[config.mk]
export PLATFORM = sky130hd
export DESIGN_NAME = mem_wb_stage_flat
export DESIGN_NICKNAME = d
export VERILOG_FILES = /design/src/rtl/mem_wb_stage_if.sv /design/src/rtl/mem_wb_stage.sv /design/src/flat_wrapper.sv
export SDC_FILE = /design/constraint.sdc
export NUM_CORES = 1
export LEC_CHECK = 0
export CAP_MARGIN = 25
export CORE_ASPECT_RATIO = 0.7
export CORE_MARGIN = 3
export CORE_UTILIZATION = 47
export CTS_CLUSTER_SIZE = 40
export DETAILED_ROUTE_END_ITERATION = 8
export GPL_ROUTABILITY_DRIVEN = 1
export GPL_TIMING_DRIVEN = 0
export PLACE_DENSITY_LB_ADDON = 0.15
export SLEW_MARGIN = 20
export SYNTH_ARGS = -nofsm -noshare
export SYNTH_HDL_FRONTEND = slang
export SYNTH_SLANG_ARGS = --single-unit
[constraint.sdc]
create_clock -name clk -period 7.6 [get_ports clk]
set_clock_uncertainty 0.15 [all_clocks]
set_input_delay 1.52 -clock clk [delete_from_list [all_inputs] [get_ports clk]]
set_output_delay 1.52 -clock clk [all_outputs]
set_load 0.1 [all_outputs]
[src/rtl/mem_wb_stage_if.sv]
// Execute-result bus between the execute stage (master) and the
// memory/writeback stage (slave). One instruction transfers when
// in_valid and in_ready are both high on a rising clock edge.
interface mem_wb_stage_if;
  logic        in_valid;
  logic        in_ready;
  logic [13:0] control_word_ex;
  logic [31:0] calculated_adr;
  logic [31:0] alu_result;
  logic [31:0] pc_plus_4_ex;
  logic [31:0] regfileb_ex;

  modport master (
    output in_valid, control_word_ex, calculated_adr, alu_result,
           pc_plus_4_ex, regfileb_ex,
    input  in_ready
  );

  modport slave (
    input  in_valid, control_word_ex, calculated_adr, alu_result,
           pc_plus_4_ex, regfileb_ex,
    output in_ready
  );
endinterface

[src/rtl/mem_wb_stage.sv]
// Memory/writeback stage: latches one instruction's execute results,
// performs the data-memory access over a req/ack handshake, extends load
// data, produces the register writeback and the PC redirect.
module mem_wb_stage #(
  parameter int ACK_TIMEOUT = 255  // 0 disables the ack timeout
) (
  input  logic        clk,
  input  logic        rst,
  mem_wb_stage_if.slave ex,
  output logic        dmem_req,
  output logic        dmem_we,
  output logic [31:0] dmem_addr,
  output logic [3:0]  dmem_be,
  output logic [31:0] dmem_wdata,
  input  logic        dmem_ack,
  input  logic [31:0] dmem_rdata,
  output logic        wb_valid,
  output logic        wb_we,
  output logic [4:0]  wb_rd,
  output logic [31:0] wb_data,
  output logic        redirect_valid,
  output logic [31:0] redirect_pc,
  output logic        mem_fault
);

  typedef enum logic [1:0] {IDLE, REQ, WB} state_t;

  typedef struct packed {
    logic       branch_taken;
    logic       rf_wb;
    logic       mem_we;
    logic [1:0] wb_src;
    logic       pc_src;
    logic [4:0] rd;
    logic [2:0] funct3;
  } ctrl_t;

  // Counter only needs to reach ACK_TIMEOUT-1.
  localparam int CNT_W = (ACK_TIMEOUT > 1) ? $clog2(ACK_TIMEOUT) : 1;

  state_t           state_q, state_d;
  ctrl_t            in_ctrl, ctrl_q;
  logic [31:0]      adr_q, alu_q, pc4_q, store_q, ld_data_q;
  logic             fault_q;
  logic [CNT_W-1:0] cnt_q;

  logic        accept, in_mem, in_fault, f3_legal, aligned, timeout_hit;
  logic [7:0]  ld_byte;
  logic [15:0] ld_half;
  logic [31:0] ld_ext;

  assign in_ctrl     = ctrl_t'(ex.control_word_ex);
  assign ex.in_ready = (state_q == IDLE);
  assign accept      = ex.in_valid & ex.in_ready;
  assign timeout_hit = (ACK_TIMEOUT != 0) && (cnt_q == CNT_W'(ACK_TIMEOUT - 1));

  // Classify the incoming op and decide whether it may reach memory.
  always_comb begin
    // NOTE: every always_comb output gets a default first so no path leaves it unassigned (no latch).
    f3_legal = 1'b0;
    aligned  = 1'b1;
    in_mem   = in_ctrl.mem_we | (in_ctrl.wb_src == 2'b01);
    unique case (in_ctrl.funct3)
      3'b000, 3'b001, 3'b010: f3_legal = 1'b1;
      3'b100, 3'b101:         f3_legal = ~in_ctrl.mem_we;
      default:                f3_legal = 1'b0;
    endcase
    unique case (in_ctrl.funct3[1:0])
      2'b01:   aligned = ~ex.calculated_adr[0];
      2'b10:   aligned = (ex.calculated_adr[1:0] == 2'b00);
      default: aligned = 1'b1;
    endcase
    in_fault = in_mem & ~(f3_legal & aligned);
  end

  // Select and extend the addressed byte/half of the returned word.
  always_comb begin
    ld_byte = dmem_rdata[8*adr_q[1:0] +: 8];
    ld_half = adr_q[1] ? dmem_rdata[31:16] : dmem_rdata[15:0];
    unique case (ctrl_q.funct3)
      3'b000:  ld_ext = {{24{ld_byte[7]}}, ld_byte};
      3'b001:  ld_ext = {{16{ld_half[15]}}, ld_half};
      3'b100:  ld_ext = {24'd0, ld_byte};
      3'b101:  ld_ext = {16'd0, ld_half};
      default: ld_ext = dmem_rdata;
    endcase
  end

  // State register; reset aborts any outstanding request immediately.
  always_ff @(posedge clk or posedge rst) begin
    // NOTE: sequential state uses non-blocking assignment so every flop samples pre-edge values.
    if (rst) state_q <= IDLE;
    else     state_q <= state_d;
  end

  // Next-state logic.
  always_comb begin
    state_d = state_q;
    unique case (state_q)
      IDLE: if (accept) state_d = (in_mem & ~in_fault) ? REQ : WB;
      REQ:  if (dmem_ack | timeout_hit) state_d = WB;
      WB:   state_d = IDLE;
      default: state_d = IDLE;
    endcase
  end

  // Latch the instruction on accept; capture load data / timeout in REQ.
  always_ff @(posedge clk or posedge rst) begin
    // NOTE: datapath registers are reset so that every output reads 0 out of reset.
    if (rst) begin
      ctrl_q    <= '0;
      adr_q     <= '0;
      alu_q     <= '0;
      pc4_q     <= '0;
      store_q   <= '0;
      ld_data_q <= '0;
      fault_q   <= 1'b0;
      cnt_q     <= '0;
    end else if (accept) begin
      ctrl_q  <= in_ctrl;
      adr_q   <= ex.calculated_adr;
      alu_q   <= ex.alu_result;
      pc4_q   <= ex.pc_plus_4_ex;
      store_q <= ex.regfileb_ex;
      fault_q <= in_fault;
      cnt_q   <= '0;
    end else if (state_q == REQ) begin
      if (dmem_ack)         ld_data_q <= ld_ext;
      else if (timeout_hit) fault_q   <= 1'b1;
      else                  cnt_q     <= cnt_q + 1'b1;
    end
  end

  // Memory bus during REQ, writeback/redirect during WB, zero otherwise.
  always_comb begin
    dmem_req       = 1'b0;
    dmem_we        = 1'b0;
    dmem_addr      = '0;
    dmem_be        = '0;
    dmem_wdata     = '0;
    wb_valid       = 1'b0;
    wb_we          = 1'b0;
    wb_rd          = '0;
    wb_data        = '0;
    redirect_valid = 1'b0;
    redirect_pc    = '0;
    mem_fault      = 1'b0;
    if (state_q == REQ) begin
      dmem_req  = 1'b1;
      dmem_we   = ctrl_q.mem_we;
      dmem_addr = {adr_q[31:2], 2'b00};
      dmem_be   = 4'b1111;
      if (ctrl_q.mem_we) begin
        unique case (ctrl_q.funct3[1:0])
          2'b00: begin
            dmem_be    = 4'b0001 << adr_q[1:0];
            dmem_wdata = {4{store_q[7:0]}};
          end
          2'b01: begin
            dmem_be    = 4'b0011 << adr_q[1:0];
            dmem_wdata = {2{store_q[15:0]}};
          end
          default: dmem_wdata = store_q;
        endcase
      end
    end
    if (state_q == WB) begin
      wb_valid       = 1'b1;
      wb_we          = ctrl_q.rf_wb & (ctrl_q.rd != 5'd0) & ~fault_q;
      wb_rd          = ctrl_q.rd;
      mem_fault      = fault_q;
      redirect_valid = (ctrl_q.branch_taken | ctrl_q.pc_src) & ~fault_q;
      redirect_pc    = ctrl_q.pc_src ? {adr_q[31:1], 1'b0} : adr_q;
      unique case (ctrl_q.wb_src)
        2'b00:   wb_data = alu_q;
        2'b01:   wb_data = ld_data_q;
        2'b10:   wb_data = pc4_q;
        default: wb_data = adr_q;
      endcase
    end
  end

endmodule

[src/flat_wrapper.sv]
// flat-port wrapper written by rule: the top's interface ports become plain ports
module mem_wb_stage_flat 
#(
  parameter int ACK_TIMEOUT = 255                               
)
  (clk, rst, dmem_req, dmem_we, dmem_addr, dmem_be, dmem_wdata, dmem_ack, dmem_rdata, wb_valid, wb_we, wb_rd, wb_data, redirect_valid, redirect_pc, mem_fault, ex_in_valid, ex_control_word_ex, ex_calculated_adr, ex_alu_result, ex_pc_plus_4_ex, ex_regfileb_ex, ex_in_ready);
  mem_wb_stage_if ex_i ();
  input  logic clk;
  input  logic rst;
  output logic dmem_req;
  output logic dmem_we;
  output logic [31:0] dmem_addr;
  output logic [3:0] dmem_be;
  output logic [31:0] dmem_wdata;
  input  logic dmem_ack;
  input  logic [31:0] dmem_rdata;
  output logic wb_valid;
  output logic wb_we;
  output logic [4:0] wb_rd;
  output logic [31:0] wb_data;
  output logic redirect_valid;
  output logic [31:0] redirect_pc;
  output logic mem_fault;
  input wire logic [$bits(ex_i.in_valid)-1:0] ex_in_valid;
  input wire logic [$bits(ex_i.control_word_ex)-1:0] ex_control_word_ex;
  input wire logic [$bits(ex_i.calculated_adr)-1:0] ex_calculated_adr;
  input wire logic [$bits(ex_i.alu_result)-1:0] ex_alu_result;
  input wire logic [$bits(ex_i.pc_plus_4_ex)-1:0] ex_pc_plus_4_ex;
  input wire logic [$bits(ex_i.regfileb_ex)-1:0] ex_regfileb_ex;
  output wire logic [$bits(ex_i.in_ready)-1:0] ex_in_ready;
  assign ex_i.in_valid = ex_in_valid;
  assign ex_i.control_word_ex = ex_control_word_ex;
  assign ex_i.calculated_adr = ex_calculated_adr;
  assign ex_i.alu_result = ex_alu_result;
  assign ex_i.pc_plus_4_ex = ex_pc_plus_4_ex;
  assign ex_i.regfileb_ex = ex_regfileb_ex;
  assign ex_in_ready = ex_i.in_ready;
  mem_wb_stage #(.ACK_TIMEOUT(ACK_TIMEOUT)) u_core (.clk(clk), .rst(rst), .ex(ex_i), .dmem_req(dmem_req), .dmem_we(dmem_we), .dmem_addr(dmem_addr), .dmem_be(dmem_be), .dmem_wdata(dmem_wdata), .dmem_ack(dmem_ack), .dmem_rdata(dmem_rdata), .wb_valid(wb_valid), .wb_we(wb_we), .wb_rd(wb_rd), .wb_data(wb_data), .redirect_valid(redirect_valid), .redirect_pc(redirect_pc), .mem_fault(mem_fault));
endmodule
==> results of run 1 <==
[per-stage QoR]
step | setup WS [ns] | total power, mW
global placement | -1.67 | 3.08
global route | 2.21 | 4.25
CTS | 2.34 | 4.06
floorplan | 0.901 | 2.59
detailed placement | 2.83 | 3.12
finish | 2.34 | 4.05
[cells by family after synthesis]
family	Yosys count	share of synthesized area
AO/OA/AOI/OAI	83	0.0570
adder cells (fa/ha/maj)	5	0.00642
buffers and inverters	89	0.0407
flip-flops	185	0.475
multiplexers	61	0.105
other	1	0.000385
AND/OR/NAND/NOR	700	0.315
[per-layer routing]
| layer | track usage | up-vias |
|---|---|---|
| met5 | 0 | - |
| met1 | 0.441 | 4528 |
| li1 | - | 4368 |
| met2 | 0.470 | 499 |
| met4 | 0.0780 | 8 |
| met3 | 0.0853 | 72 |
[area by class of cell]
type	instances	area, um2	area share
multi-input combinational	851	4730	0.339
clock inverter	12	165	0.0119
timing repair buffer	320	3220	0.231
clock buffer	20	447	0.0321
sequential	185	4630	0.332
inverter	12	52.6	0.00377
tap	270	338	0.0242
buffer	77	352	0.0252
[Yosys cell counts (2+ instances only)]
cell type / count
nand2_1: 475
dfrtp_1: 185
and2_1: 101
nor2_1: 41
clkbuf_1: 39
nand3_1: 39
buf_2: 32
mux4_2: 32
a21oi_1: 30
mux2i_1: 20
a211oi_1: 15
inv_1: 12
o21ai_0: 9
and3_1: 8
mux2_2: 8
o221ai_1: 8
nor3b_1: 7
ha_1: 5
nor2b_1: 5
nor3_1: 5
o31ai_1: 5
nand2b_1: 3
o211ai_1: 3
or3_1: 3
a31oi_1: 2
buf_1: 2
buf_4: 2
buf_6: 2
nand4_1: 2
o21ai_1: 2
o21bai_1: 2
[worst reg2reg max path, delay by kind of cell, from the launching register on]
kind | cells | cell delay [ns]
simple gates | 4 | 0.73
buf+inv | 2 | 0.86
flops | 1 | 0.49
[registers in the layout (all words and copies together) (netlist names)]
register,cells
u_core.alu_q,32
u_core.store_q,32
u_core.pc4_q,32
u_core.ctrl_q,14
u_core.fault_q,1
u_core.ld_data_q,32
u_core.cnt_q,8
u_core.adr_q,32
u_core.state_q,2
[layout by cell type (no fill, tap or decap), drive strengths merged, types with 2 or more instances in the layout]
| cell | n |
|---|---|
| a2111oi | 2 |
| a211oi | 15 |
| a21oi | 30 |
| a31oi | 2 |
| and2 | 101 |
| and3 | 8 |
| buf | 39 |
| bufinv | 3 |
| clkbuf | 59 |
| clkdlybuf4s50 | 319 |
| clkinv | 4 |
| clkinvlp | 2 |
| conb | 2 |
| dfrtp | 185 |
| ha | 5 |
| inv | 15 |
| mux2 | 9 |
| mux2i | 20 |
| mux4 | 32 |
| nand2 | 475 |
| nand2b | 3 |
| nand3 | 40 |
| nand3b | 2 |
| nand4 | 2 |
| nor2 | 42 |
| nor2b | 5 |
| nor3 | 5 |
| nor3b | 8 |
| o211ai | 3 |
| o21ai | 11 |
| o21bai | 2 |
| o221ai | 8 |
| o31ai | 5 |
| or2 | 2 |
| or3 | 3 |
[power groups by stage]
stage	sequential, mW	clock [mW]	combinational, mW
2_1_floorplan	1.37	0	1.22
3_3_place_gp	1.47	0	1.61
3_5_place_dp	1.48	0	1.64
4_1_cts	1.47	0.946	1.64
5_1_grt	1.50	0.987	1.76
6_report	1.48	0.938	1.64
[worst min path at each step]
stage                             startpoint                             to  slack (ns)  cells after the start
6_report        u_core.pc4_q[28]$_DFFE_PP0P_   u_core.pc4_q[28]$_DFFE_PP0P_        0.32                      2
3_5_place_dp    u_core.pc4_q[28]$_DFFE_PP0P_   u_core.pc4_q[28]$_DFFE_PP0P_        0.31                      2
3_3_place_gp     u_core.pc4_q[6]$_DFFE_PP0P_    u_core.pc4_q[6]$_DFFE_PP0P_        0.30                      2
4_1_cts         u_core.pc4_q[26]$_DFFE_PP0P_   u_core.pc4_q[26]$_DFFE_PP0P_        0.33                      2
5_1_grt         u_core.pc4_q[26]$_DFFE_PP0P_   u_core.pc4_q[26]$_DFFE_PP0P_        0.34                      2
2_1_floorplan  u_core.ctrl_q[12]$_DFFE_PP0P_  u_core.ctrl_q[12]$_DFFE_PP0P_        0.29                      2
==> flow_metrics.py, run 1 <==
metrics = {
    "run_status": {
        "outcome": "finished clean",
    },
    "floorplan": {
        "start_util": 0.486,
        "die_y_um": 127,
        "rows": 43,
        "die_area_um2": 22500,
        "die_w_um": 178,
        "placeableCoreArea_um2": 20100,
        "pin_count": 322,
    },
    "setup_path": {
        "path_cells": "nand2b_1 -> inv_1 -> clkbuf_1 -> clkbuf_1 -> and2_1 -> clkdlybuf4s50_1",
        "crit_cells": 6,
        "r2r_end": "u_core.pc4_q[21]$_DFFE_PP0P_",
        "r2r_setup_slack_ns": 5.32,
        "cp-startpoint": "u_core.state_q[1]$_DFFE_PP0P_",
        "cp_num_buf_inv": 4,
        "cp-endpoint": "dmem_addr[14]",
        "crit_slowest_cell": "clkdlybuf4s50_1",
        "cp_max_fo": 10,
        "critPathTopFamily": "buffers and inverters",
        "cpMostUsedCell": "clkbuf_1",
        "required_ns": 5.93,
        "cp-start-kind": "flip-flop",
        "reg2reg_depth": 6,
        "arrival_ns": 3.59,
        "worstReg2RegStart": "u_core.state_q[0]$_DFFE_PP0P_",
        "critPathKind": "flip-flop to output pin",
        "worst_path_largest_cell_delay_ns": 1.14,
        "endpoint_kind": "output pin",
    },
    "yosys": {
        "synthArstFlopShare": 1.00,
        "ys_ff_latch": 185,
        "synth_cells": 1124,
        "ys_warn_count": 0,
        "yosysSeqAreaShare": 0.475,
        "synth_top_area_frac": 0.475,
        "yosys.area.top_type": "dfrtp_1",
        "synthDistinctLibCells": 51,
        "post_synth_instance_area_um2": 9750,
        "syn_area_per_cell_um2": 8.67,
        "yosys_most_used_dff": "dfrtp_1",
        "synth_area_leaders": "dfrtp_1 (47%), nand2_1 (18%), mux4_2 (7.4%), and2_1 (6.5%), mux2i_1 (2.1%)",
        "synth_edf_count": 0,
    },
    "clock_network": {
        "postCtsSetupRepairBufs": 0,
        "insertion_delay_ns": 0.44,
        "cts_root_buf": "clkbuf_16",
        "cts_buffers": 17,
        "clk_path_buf_depth": 2,
        "clk_pin_slew_ns": 0.07,
        "cts_tree": "yes",
        "ctsHoldBuffers": 0,
        "cts_sinks": 185,
        "cts_htree_levels": 4,
        "cts_resized": 0,
    },
    "routing": {
        "highest-signal-layer": "met5",
        "totalWireLength_um": 34700,
        "drc": 0,
        "routedWlPerCell_um": 19.8,
        "vias": 9475,
        "dr.pass1.iters": 5,
        "met1_length_um": 14600,
        "antenna_left": 0,
        "wl_met3_um": 3710,
        "vias_per_cell": 5.42,
        "wl_met2_um": 15600,
        "drt_iter0_markers": 1119,
    },
    "finish": {
        "final_area_um2": 13900,
        "fillers": 1643,
        "layout.nets": 1647,
        "n_antenna_cell": 0,
        "layout.cells.non_filler": 1747,
        "drive_gt1_frac": 0.0779,
        "fin_util": 0.694,
        "syn2layout_area_growth_pct": 42.9,
    },
    "place": {
        "dp.cells": 1715,
        "place.gp.congestion": 0.964,
        "port_buffers": 319,
        "dp_hpwl_um": 26100,
        "placed_area_um2": 13300,
    },
    "pwr": {
        "powerDensity_nw_per_um2": 291,
        "ir_worst_vdd_uv": 186,
        "p_leak_nw": 6.43,
        "power_switching_mw": 1.71,
        "clockPowerShare": 0.231,
        "pwr-share-comb": 0.405,
        "pwr-share-seq": 0.364,
        "intPower_mw": 2.34,
        "swShare": 0.423,
    },
    "global_route": {
        "antenna_found_initial": 4,
        "grt_max_degree": 100,
        "grt_usage": 0.309,
        "grt_pass1_vias": 9292,
        "gr-total-overflow": 0,
        "grt_pass1_wl_um": 53300,
    },
    "sta": {
        "period_needed_ns": 5.26,
        "rsz0062_at_grt": "false",
        "setup_violations": 0,
        "whs_ns": 0.324,
        "worst_pin_slew_ns": 1.07,
        "fin_setup_tns_ns": 0,
        "maxSlewViolCount": 0,
        "finalHoldViolCount": 0,
        "fmax_ghz": 0.190,
        "finalCritPeriodShare": 0.692,
        "slew_headroom": 0.287,
    },
    "worst_hold_path": {
        "min_path_type": "flip-flop to flip-flop",
    },
    "run": {
        "cap_violations": 0,
    },
}
Power figures use the tool's default switching activity.
==> inputs of run 2 (changes only) <==
Settings changed: CORE_UTILIZATION 47 to 42.
Clock period 7.6 ns to 4.76 ns, I/O delays scaled along.
==> flow_metrics.py, run 2 (same netlist as run 1, synthesis figures left out) <==
metrics = {
    "global_route": {
        "grt_pass1_wl_um": 54600,
        "gr-total-overflow": 0,
        "grt_max_degree": 35,
        "antenna_found_initial": 2,
        "grt_usage": 0.283,
        "grt_pass1_vias": 9268,
    },
    "clock_network": {
        "cts_tree": "yes",
        "cts_htree_levels": 4,
        "cts_root_buf": "clkbuf_16",
        "clk_path_buf_depth": 2,
        "clk_pin_slew_ns": 0.07,
        "cts_buffers": 17,
        "insertion_delay_ns": 0.43,
        "ctsHoldBuffers": 0,
        "cts_sinks": 185,
    },
    "worst_hold_path": {
        "min_path_type": "flip-flop to flip-flop",
        "min_to": "u_core.pc4_q[31]$_DFFE_PP0P_",
        "min_from": "u_core.pc4_q[31]$_DFFE_PP0P_",
        "holdPathStages": 2,
    },
    "setup_path": {
        "path_cells": "nand2b_1 -> inv_1 -> clkbuf_1 -> and2_1 -> clkdlybuf4s50_1",
        "cp_max_fo": 10,
        "critPathTopFamily": "buffers and inverters",
        "critPathKind": "flip-flop to output pin",
        "arrival_ns": 3.33,
        "reg2reg_depth": 7,
        "crit_slowest_cell": "clkdlybuf4s50_1",
        "cp-start-kind": "flip-flop",
        "worst_path_largest_cell_delay_ns": 1.15,
        "cp_num_buf_inv": 3,
        "worstReg2RegStart": "u_core.state_q[0]$_DFFE_PP0P_",
        "r2r_end": "u_core.adr_q[1]$_DFFE_PP0P_",
        "required_ns": 3.66,
        "r2r_setup_slack_ns": 2.53,
        "cp-startpoint": "u_core.state_q[1]$_DFFE_PP0P_",
        "endpoint_kind": "output pin",
    },
    "routing": {
        "routedWlPerCell_um": 19.7,
        "vias": 9252,
        "drc": 0,
        "antenna_left": 0,
        "wl_met3_um": 2850,
        "vias_per_cell": 5.17,
        "dr.pass1.iters": 8,
        "wl_met2_um": 15200,
        "drt_iter0_markers": 760,
        "totalWireLength_um": 35200,
        "met1_length_um": 16300,
        "highest-signal-layer": "met5",
    },
    "finish": {
        "layout.nets": 1652,
        "layout_commonest_cell": "nand2_1",
        "drive_gt1_frac": 0.0810,
        "regArea_um2": 4630,
        "fin_util": 0.632,
        "multiInputGateArea_um2": 4730,
        "syn2layout_area_growth_pct": 44.1,
        "fillers": 1953,
        "final_cell_mix": "nand2_1 (475), clkdlybuf4s50_1 (309), dfrtp_1 (185)",
    },
    "floorplan": {
        "start_util": 0.438,
        "die_y_um": 133,
        "die_w_um": 188,
        "die_area_um2": 25100,
        "placeableCoreArea_um2": 22200,
        "rows": 45,
        "pin_count": 322,
    },
    "sta": {
        "slew_headroom": 0.294,
        "finalHoldViolCount": 0,
        "rsz0062_at_grt": "false",
        "setup_violations": 0,
        "finalCritPeriodShare": 0.931,
        "period_needed_ns": 4.43,
        "fmax_ghz": 0.226,
        "maxSlewViolCount": 0,
        "whs_ns": 0.321,
        "worst_pin_slew_ns": 1.06,
    },
    "place": {
        "dp_hpwl_um": 27200,
        "place.gp.congestion": 0.917,
        "port_buffers": 319,
    },
    "pwr": {
        "swShare": 0.430,
        "clockPowerShare": 0.216,
        "pwr-share-seq": 0.371,
        "pwr-share-comb": 0.413,
        "p_total_mw": 6.36,
        "ir_worst_vdd_uv": 307,
        "power_switching_mw": 2.73,
        "intPower_mw": 3.62,
        "powerDensity_nw_per_um2": 453,
        "p_leak_nw": 6.61,
    },
    "run_status": {
        "outcome": "finished clean",
    },
    "run": {
        "cap_violations": 0,
    },
}
[run 2: changes by cell type in the layout (fill, tap and decap cells not counted), sizes merged]
cell,delta
buf,+5
bufinv,-2
clkdlybuf4s50,-10
clkinv,-2
clkinvlp,+4
diode,+1
dlymetal6s2s,+10
[run 2: worst register-to-register path: cells and delay by family (launching register included)]
kind                   cells  cell delay, ns
flip-flops                 1            0.47
AND/OR/NAND/NOR            4            0.56
buffers and inverters      3            0.99
[run 2: timing repair]
item / in CTS / in global routing
setup buffers: 0 / 0
gates resized for setup: 0 / 10
setup endpoints to repair: 0 / 10
[run 2: worst max-delay path by stage]
stage / endpoint / cells after the start
6_report: dmem_addr[8] / 5
5_1_grt: dmem_addr[8] / 5
4_1_cts: dmem_addr[16] / 6
3_5_place_dp: dmem_addr[16] / 6
3_3_place_gp: u_core.store_q[0]$_DFFE_PP0P_ / 2
2_1_floorplan: redirect_valid / 3
[run 2: stage by stage]
step | TNS (ns) | setup WS, ns | cells | cell area [um2]
2_1_floorplan | 0 | 0.958 | 1125 | 9760
3_5_place_dp | 0 | 0.511 | 1755 | 13500
6_report | 0 | 0.330 | 1788 | 14000
3_3_place_gp | -53.96 | -0.318 | 1749 | 13300
4_1_cts | 0 | 0.0310 | 1787 | 14000
5_1_grt | 0 | 0.180 | 1788 | 14000
[run 2: final cells by class]
type / count / area share
clock buffer: 20 / 0.0311
clock inverter: 12 / 0.00828
multi-input combinational: 851 / 0.337
buffer: 77 / 0.0250
tap: 305 / 0.0272
sequential: 185 / 0.330
timing repair buffer: 325 / 0.238
antenna: 1 / 0.000178
inverter: 12 / 0.00347
[run 2: power groups by stage]
stage	clock, mW	combinational, mW	sequential (mW)
after floorplan	0	1.95	2.19
after global placement	0	2.58	2.36
after detailed placement	0	2.62	2.38
after CTS	1.39	2.63	2.35
after global routing	1.45	2.81	2.41
final	1.37	2.62	2.36
[run 2: per-layer routing]
layer	vias to the layer above	global-route usage
li1	4361	-
met4	2	0.0904
met1	4456	0.408
met2	382	0.420
met5	-	0
met3	51	0.0723
